$ cat src/rtl/temporizador_multicanal.sv
// temporizador_multicanal
//   N-channel dispense sequencer. A start request latches the per-channel
//   durations into a shadow copy. Each channel's motor enable is then driven
//   in turn, lowest channel first, for D_k ticks. Channels with a zero
//   duration are skipped. A tick lasts TICK_DIV clock cycles.
//   Loop mode re-latches the durations and restarts without a gap. abort
//   drops everything on the next cycle.
// Ports
//   clk        system clock, posedge
//   rst        synchronous active-high reset
//   enter      start request (ignored while busy)
//   abort      stop immediately; cancels a pending loop restart
//   loop       restart automatically after the last channel
//   ciclos     packed durations, channel k at [k*CNT_W +: CNT_W]
//   ch_active  one-hot motor enable
//   flags      flags[k] high during the last active cycle of channel k
//   busy       sequence running
//   done       one-cycle pulse after each completed pass
//
// state  | meaning
// S_IDLE | waiting for enter; all enables off
// S_RUN  | one channel enabled, down-counting its duration
module temporizador_multicanal #(
  parameter int N_CH     = 3,
  parameter int CNT_W    = 5,
  parameter int TICK_DIV = 1
) (
  input  logic                    clk,
  input  logic                    rst,
  input  logic                    enter,
  input  logic                    abort,
  input  logic                    loop,
  input  logic [N_CH*CNT_W-1:0]   ciclos,
  output logic [N_CH-1:0]         ch_active,
  output logic [N_CH-1:0]         flags,
  output logic                    busy,
  output logic                    done
);

  localparam int CH_W = (N_CH > 1) ? $clog2(N_CH) : 1;
  localparam int PS_W = (TICK_DIV > 1) ? $clog2(TICK_DIV) : 1;
  localparam logic [PS_W-1:0] PS_TOP = PS_W'(TICK_DIV - 1);

  localparam logic [0:0] S_IDLE = 1'b0;
  localparam logic [0:0] S_RUN  = 1'b1;

  logic [0:0]            state_q, state_n;
  logic [CH_W-1:0]       ch_q, ch_n;
  logic [PS_W-1:0]       presc_q, presc_n;
  logic [CNT_W-1:0]      dur_q, dur_n;
  logic [N_CH*CNT_W-1:0] shadow_q, shadow_n;
  logic [N_CH-1:0]       act_n, flags_n;
  logic                  busy_n, done_n;

  logic                  last, launch;
  logic [N_CH*CNT_W-1:0] src;
  int                    from;
  logic [CH_W:0]         sel, nxt;

  // Lowest channel >= from with a non-zero duration; MSB of the result is "found".
  function automatic logic [CH_W:0] pick(input logic [N_CH*CNT_W-1:0] d, input int start);
    logic [CH_W:0] r;
    r = '0;
    for (int k = N_CH - 1; k >= 0; k--) begin
      if (k >= start && d[k*CNT_W +: CNT_W] != '0) r = {1'b1, CH_W'(k)};
    end
    return r;
  endfunction

  assign last = (state_q == S_RUN) && (presc_q == '0) && (dur_q == CNT_W'(1));
  assign nxt  = pick(shadow_q, int'(ch_q) + 1);

  always_comb begin
    state_n  = state_q;
    ch_n     = ch_q;
    presc_n  = presc_q;
    dur_n    = dur_q;
    shadow_n = shadow_q;
    act_n    = ch_active;
    busy_n   = busy;
    done_n   = 1'b0;
    launch   = 1'b0;
    src      = shadow_q;
    from     = 0;

    case (state_q)
      S_IDLE: begin
        if (enter && !abort) begin
          shadow_n = ciclos;
          src      = ciclos;
          launch   = 1'b1;
        end
      end
      default: begin
        if (abort) begin
          state_n = S_IDLE;
          act_n   = '0;
          busy_n  = 1'b0;
        end else if (last) begin
          launch = 1'b1;
          if (!nxt[CH_W] && loop) begin
            // Pass complete: report it and restart from fresh durations in the same cycle.
            done_n   = 1'b1;
            shadow_n = ciclos;
            src      = ciclos;
          end else begin
            from = int'(ch_q) + 1;
          end
        end else if (presc_q == '0) begin
          presc_n = PS_TOP;
          dur_n   = dur_q - CNT_W'(1);
        end else begin
          presc_n = presc_q - PS_W'(1);
        end
      end
    endcase

    sel = pick(src, from);
    if (launch) begin
      if (sel[CH_W]) begin
        state_n = S_RUN;
        ch_n    = sel[CH_W-1:0];
        presc_n = PS_TOP;
        dur_n   = src[int'(sel[CH_W-1:0])*CNT_W +: CNT_W];
        act_n   = N_CH'(1) << sel[CH_W-1:0];
        busy_n  = 1'b1;
      end else begin
        // Nothing left (or nothing at all) to run: finish the pass.
        state_n = S_IDLE;
        act_n   = '0;
        busy_n  = 1'b0;
        done_n  = 1'b1;
      end
    end

    // Flag is registered, so it is decided from the counters of the coming cycle.
    flags_n = ((state_n == S_RUN) && (presc_n == '0) && (dur_n == CNT_W'(1))) ? act_n : '0;
  end

  always_ff @(posedge clk) begin
    if (rst) begin
      state_q   <= S_IDLE;
      ch_q      <= '0;
      presc_q   <= '0;
      dur_q     <= '0;
      shadow_q  <= '0;
      ch_active <= '0;
      flags     <= '0;
      busy      <= 1'b0;
      done      <= 1'b0;
    end else begin
      state_q   <= state_n;
      ch_q      <= ch_n;
      presc_q   <= presc_n;
      dur_q     <= dur_n;
      shadow_q  <= shadow_n;
      ch_active <= act_n;
      flags     <= flags_n;
      busy      <= busy_n;
      done      <= done_n;
    end
  end

endmodule

$ cat config.mk
export PLATFORM = sky130hd
export DESIGN_NAME = temporizador_multicanal
export DESIGN_NICKNAME = d
export VERILOG_FILES = /design/src/rtl/temporizador_multicanal.sv
export SDC_FILE = /design/constraint.sdc
export NUM_CORES = 1
export LEC_CHECK = 0
export BUFFER_PORTS_ARGS = -buffer_cell sky130_fd_sc_hd__buf_2
export CAP_MARGIN = 15
export CORE_MARGIN = 5
export CORE_UTILIZATION = 60
export CTS_CLUSTER_DIAMETER = 40
export CTS_CLUSTER_SIZE = 40
export DETAILED_ROUTE_END_ITERATION = 10
export GPL_ROUTABILITY_DRIVEN = 1
export PLACE_DENSITY = 0.83
export SETUP_SLACK_MARGIN = 0.4
export SLEW_MARGIN = 20
export SYNTH_ARGS = -nofsm -noshare
export SYNTH_HDL_FRONTEND = slang
export SYNTH_SLANG_ARGS = --single-unit
export TNS_END_PERCENT = 20
$ cat constraint.sdc
create_clock -name clk -period 4.7 [get_ports clk]
set_input_delay 0.235 -clock clk [delete_from_list [all_inputs] [get_ports clk]]
set_output_delay 0.235 -clock clk [all_outputs]
set_load 0.005 [all_outputs]
==> reports/qor.csv, run 1 <==
metric,value,unit
Slew headroom,0.430,
global-route wire length before repair,7650,um
M1 WL,1930,um
DRC viols,0,
Critical Path End Type,flip-flop,
dominant cell type by area after synthesis,dfxtp_1,
Max Used Layer,met4,
GR Util All Layers,0.230,
vias in the first global route,1681,
antenna-violating nets left,0,
Synth Area in Adders,0.0334,
CP Launch Type,flip-flop,
post_cts resized,0,
Crit path required time,4.95,ns
cts hold-fix bufs,0,
RD Place Congestion,0.880,
layout cell share with drive strength beyond 1,0.206,
Syn Area/Cell,8.18,um2
Post-synth top flop,dfxtp_1,
XOR/XNOR Fraction of Synth Area,0.0140,
io pins,28,
"top cells by area, synth","dfxtp_1 34%, mux2i_1 8.5%, nor2_1 7.4%",
number of synthesized flops with an enable pin,0,
Final Cycle Share,0.823,
DRT Wirelength,4550,um
async set or reset register ratio after synthesis,0,
"Cell Area, Synth",1870,um2
# clock sinks,32,
Cells after Synth,229,
largest net degree at the start of global routing,30,
vias per inst,5.77,
Die Ht,65.9,um
antenna cell count,0,
HP Class,in -> reg,
Place WS,0.915,ns
PD cells,325,nW/um2
TritonCTS buffer count,5,
max_cap viols,0,
area grow syn2layout,13.3,%
fin. max-slew vios,0,
post-synthesis compound-gate area fraction,0.189,
Max VDD drop,0.237,mV
H-tree depth,2,
Max Fclk,258,MHz
multiplexer area fraction after synthesis,0.105,
Routed WL per cell,15.1,um
WS Path Type,reg -> reg,
yosys warns,0,
Worst EP arrival,4.12,ns
Worst-Skew Late Latency,0.34,ns
"Hold Violations, Final",0,
commonest cells in the netlist,"37 x nor2_1, 32 x dfxtp_1, 19 x a21oi_1",
Worst-Margin Slew,0.855,ns
largest family of logic cells by synthesized area,simple AND/OR/NAND/NOR gates,
top fanout value on the critical path,18,
Post CTS Setup Buffer Count,0,
final net count,281,
DR pass1 iterations,5,
core box area,3030,um2
Die X,65.9,um
die area,4340,um2
Initial Util,0.619,
top cell type's share of synthesized area,0.342,
Worst Clk Skew,0.00423,ns
Final Critical Period,3.87,ns
DP HPWL,3560,um
final setup fails,0,
DRT iter0 DRCs,114,
status,completed,
IO Port Bufs,27,
syn nets,254,
setup ws final,0.830,ns
Std-Cell Rows,20,
setup tns final,0,ns
clk buf depth,2,
GR Overflow Total,0,
CTS Root Cell,clkbuf_4,
Post-Synth Simple-Gate Area,0.276,
"Seq/Total Area, Yosys",0.342,
Synth Register Bits,32,
Leak Pwr,0.922,nW
CTS tree,built,
clk slew on worst S/H paths,0.10,ns
"count leader, synth",nor2_1,
Synth cell types,52,
initial antenna violation count,0,
unrepaired setup endpoints after global routing,false,
via count,1738,
metal2 WL,2240,um
metal3 WL,310,um
[kinds of logic after synthesis]
kind of cell	count (synthesis)
buf+inv	18
xor+xnor	3
mux	19
flops	32
compound gates	53
simple gates	99
fa+ha+maj	5
[registers in the layout, indices dropped and copies added (netlist names)]
| signal | flops |
|---|---|
| busy | 1 |
| ch_active | 3 |
| ch_q | 2 |
| done | 1 |
| dur_q | 5 |
| flags | 3 |
| presc_q | 1 |
| shadow_q | 15 |
| state_q | 1 |
[worst paths after layout]
| path | start | endpoint | slack (ns) | depth (start not counted) |
|---|---|---|---|---|
| max reg2reg | dur_q[2]$_SDFF_PP0_ | flags[0]$_SDFF_PP0_ | 0.83 | 10 |
| min reg2reg | busy$_SDFFE_PP0P_ | busy$_SDFFE_PP0P_ | 0.50 | 2 |
| max | dur_q[2]$_SDFF_PP0_ | flags[0]$_SDFF_PP0_ | 0.83 | 10 |
| min | ciclos[9] | shadow_q[9]$_SDFF_PP0_ | 0.16 | 3 |
[layout by cell type, fill, tap and decap left out, types with 3 or more instances in the layout]
cell	count
nand3_1	4
a21oi_1	19
nand2_1	18
o21ai_0	8
xnor2_1	3
nor2b_1	3
clkbuf_4	5
a31oi_1	3
nand2b_1	3
inv_1	9
buf_2	27
nor2_1	37
or3_1	3
mux2i_1	16
nor3_1	13
ha_1	5
dfxtp_1	32
nor4_1	3
[routing by layer]
metal,up-vias,global-route usage
met5,-,0
li1,877,-
met2,65,0.379
met1,786,0.290
met4,0,0.0829
met3,10,0.0544
[layout make-up]
type / count / area (um2)
Clock buffer: 5 / 37.5
Clock inverter: 3 / 42.5
Fill cell: 251 / 905
Inverter: 9 / 33.8
Multi-Input combinational cell: 179 / 1160
Sequential cell: 32 / 641
Tap cell: 44 / 55.1
Timing Repair Buffer: 29 / 150
[critical path, cell delays in order, from the launching register on]
cell	delay, ns
dfxtp_1	0.38
or3_4	0.42
or3_1	0.47
o41a_1	0.67
buf_4	0.33
mux2_4	0.32
nand2b_4	0.17
nand4_4	0.13
o221ai_2	0.12
a2111o_1	0.45
nor4b_2	0.30
[power breakdown]
group	internal, W	switching [W]
registers	0.000286	0.0000130
clock network	0.000111	0.0000976
logic	0.0000758	0.000106
[through the flow]
stage	util	instances	hold WS [ns]	area, um2	power [W]
final	0.701	301	0.159	2120	0.000690
after floorplan	-	229	0.379	1870	0.000438
after global placement	0.673	293	0.473	2040	0.000479
after CTS	0.699	301	0.147	2120	0.000691
after detailed placement	0.673	293	0.479	2040	0.000483
after global routing	0.701	301	0.165	2120	0.000730
(Power assumes the default switching activity.)
==> inputs of run 2 (changes only) <==
--- a/config.mk
+++ b/config.mk
@@ -8,12 +8,12 @@
 export BUFFER_PORTS_ARGS = -buffer_cell sky130_fd_sc_hd__buf_2
 export CAP_MARGIN = 15
 export CORE_MARGIN = 5
-export CORE_UTILIZATION = 60
+export CORE_UTILIZATION = 56
 export CTS_CLUSTER_DIAMETER = 40
 export CTS_CLUSTER_SIZE = 40
 export DETAILED_ROUTE_END_ITERATION = 10
 export GPL_ROUTABILITY_DRIVEN = 1
-export PLACE_DENSITY = 0.83
+export PLACE_DENSITY = 0.79
 export SETUP_SLACK_MARGIN = 0.4
 export SLEW_MARGIN = 20
 export SYNTH_ARGS = -nofsm -noshare
==> constraint.sdc (replaced) <==
create_clock -name clk -period 3.8 [get_ports clk]
set_input_delay 0.19 -clock clk [delete_from_list [all_inputs] [get_ports clk]]
set_output_delay 0.19 -clock clk [all_outputs]
set_load 0.005 [all_outputs]
==> reports/qor.csv, run 2 (synthesized netlist as in run 1, its figures left out) <==
metric,value,unit
DR pass1 iterations,4,
largest net degree at the start of global routing,30,
Critical Path Stages,10,
Std-Cell Rows,21,
CTS Root Cell,clkbuf_4,
core box area,3280,um2
Place WS,0.361,ns
"commonest non-fill, non-tap cell in the layout",nor2_1,
RD Place Congestion,0.895,
WS Path Type,reg -> reg,
crit path from,dur_q[2]$_SDFF_PP0_,
DP HPWL,3270,um
TritonCTS buffer count,5,
Crit path required time,4.07,ns
GR Util All Layers,0.207,
Critical Path End Type,flip-flop,
critical path's most frequent cell,or3_4,
DRT Wirelength,4630,um
crit path cell chain,"or3_4, or3_4, o41a_1, buf_12, mux2_4, nand2b_4, a31oi_1, o21ai_0, a2111o_1, nor4b_2",
Worst EP arrival,3.57,ns
clk slew on worst S/H paths,0.10,ns
max FFs per register,15,
final net count,290,
CTS tree,built,
cell family with most CP delay,simple AND/OR/NAND/NOR gates,
DRC viols,0,
max_cap viols,0,
GR Overflow Total,0,
clk buf depth,2,
dpl cell area,2050,um2
CP max-delay cell,o41a_1,
Die X,67.9,um
most frequent cells in the layout,"37 x nor2_1, 29 x dfxtp_1, 27 x buf_2",
design area,2230,um2
top fanout value on the critical path,10,
Top reg by flops,shadow_q,
layout cell share with drive strength beyond 1,0.252,
antenna cell count,0,
CP Launch Type,flip-flop,
CP bufs+invs,1,
Crit Reg-Reg Startpoint,dur_q[2]$_SDFF_PP0_,
Worst-Skew Late Latency,0.35,ns
via count,1770,
Worst-Margin Slew,0.690,ns
Worst Clk Skew,0.0128,ns
Largest regs,"shadow_q: 15 flops, dur_q: 5 flops",
Final Critical Period,3.30,ns
H-tree depth,2,
DRT iter0 DRCs,115,
crit-path max cell delay,0.45,ns
setup tns final,0,ns
global-route wire length before repair,7130,um
"Hold Violations, Final",0,
PD cells,369,nW/um2
die area,4600,um2
final setup fails,0,
area grow syn2layout,19.0,%
Leak Pwr,0.965,nW
fin. max-slew vios,0,
initial antenna violation count,0,
Max Fclk,303,MHz
Final Cycle Share,0.869,
Total Power,0.000823,W
status,completed,
HP Class,in -> reg,
Die Ht,67.9,um
Initial Util,0.571,
antenna-violating nets left,0,
vias in the first global route,1618,
# clock sinks,32,
IO Port Bufs,27,
Register-to-Register Path Depth,10,
setup ws final,0.499,ns
Setup crit end,flags[0]$_SDFF_PP0_,
Final Hold Slack,0.122,ns
r2r setup slk,0.50,ns
Reg2Reg Capture Point,flags[0]$_SDFF_PP0_,
Max VDD drop,0.256,mV
unrepaired setup endpoints after global routing,false,
vias per inst,5.67,
Routed WL per cell,14.8,um
Slew headroom,0.539,
io pins,28,
==> run 2: worst min path at each step <==
stage,start,cells after the start,slack (ns),end
final,ciclos[2],3,0.12,shadow_q[2]$_SDFF_PP0_
after CTS,ciclos[9],3,0.12,shadow_q[9]$_SDFF_PP0_
after floorplan,ciclos[9],2,0.33,shadow_q[9]$_SDFF_PP0_
after detailed placement,busy$_SDFFE_PP0P_,2,0.46,busy$_SDFFE_PP0P_
after global placement,busy$_SDFFE_PP0P_,2,0.45,busy$_SDFFE_PP0P_
after global routing,ciclos[9],3,0.14,shadow_q[9]$_SDFF_PP0_
==> run 2: layer usage <==
| layer | vias up | track usage | wire (um) |
|---|---|---|---|
| li1 | 894 | - | - |
| met1 | 803 | 0.265 | 2050 |
| met2 | 62 | 0.328 | 2190 |
| met3 | 11 | 0.0427 | 289 |
| met4 | 0 | 0.104 | 99 |
| met5 | - | 0 | 0 |
==> run 2: metrics by stage <==
stage	util	std cells
finish	0.679	312
global route	0.679	312
CTS	0.645	304
detailed placement	0.623	296
global placement	0.623	296
floorplan	-	229
==> run 2: layout make-up <==
| class | instances | area (um2) |
|---|---|---|
| multi-input cells | 179 | 1180 |
| fillers | 274 | 1050 |
| flip-flops and latches | 32 | 647 |
| repair buffers | 38 | 248 |
| well taps | 46 | 57.6 |
| clock buffers | 6 | 51.3 |
| inverters | 9 | 33.8 |
| clock inverters | 2 | 15.0 |
==> run 2: worst register-to-register path, delay by kind of cell (launching register included) <==
kind / cells / cell delay [ns]
buf+inv: 1 / 0.18
simple gates: 4 / 1.18
mux: 1 / 0.33
flops: 1 / 0.38
compound gates: 4 / 1.17
==> run 2: power breakdown <==
group / switching [W] / internal (W) / total, W
logic: 0.000132 / 0.000103 / 0.000235
clock network: 0.000127 / 0.0000897 / 0.000217
registers: 0.0000160 / 0.000355 / 0.000371
total: 0.000275 / 0.000548 / 0.000823
==> run 2: what timing repair did <==
action / CTS / global route
pin swaps: 0 / 5
hold buffers: 0 / 0
buffers inserted: 0 / 7
gates cloned: 0 / 1
gates resized for setup: 1 / 10
setup endpoints to repair: 1 / 3
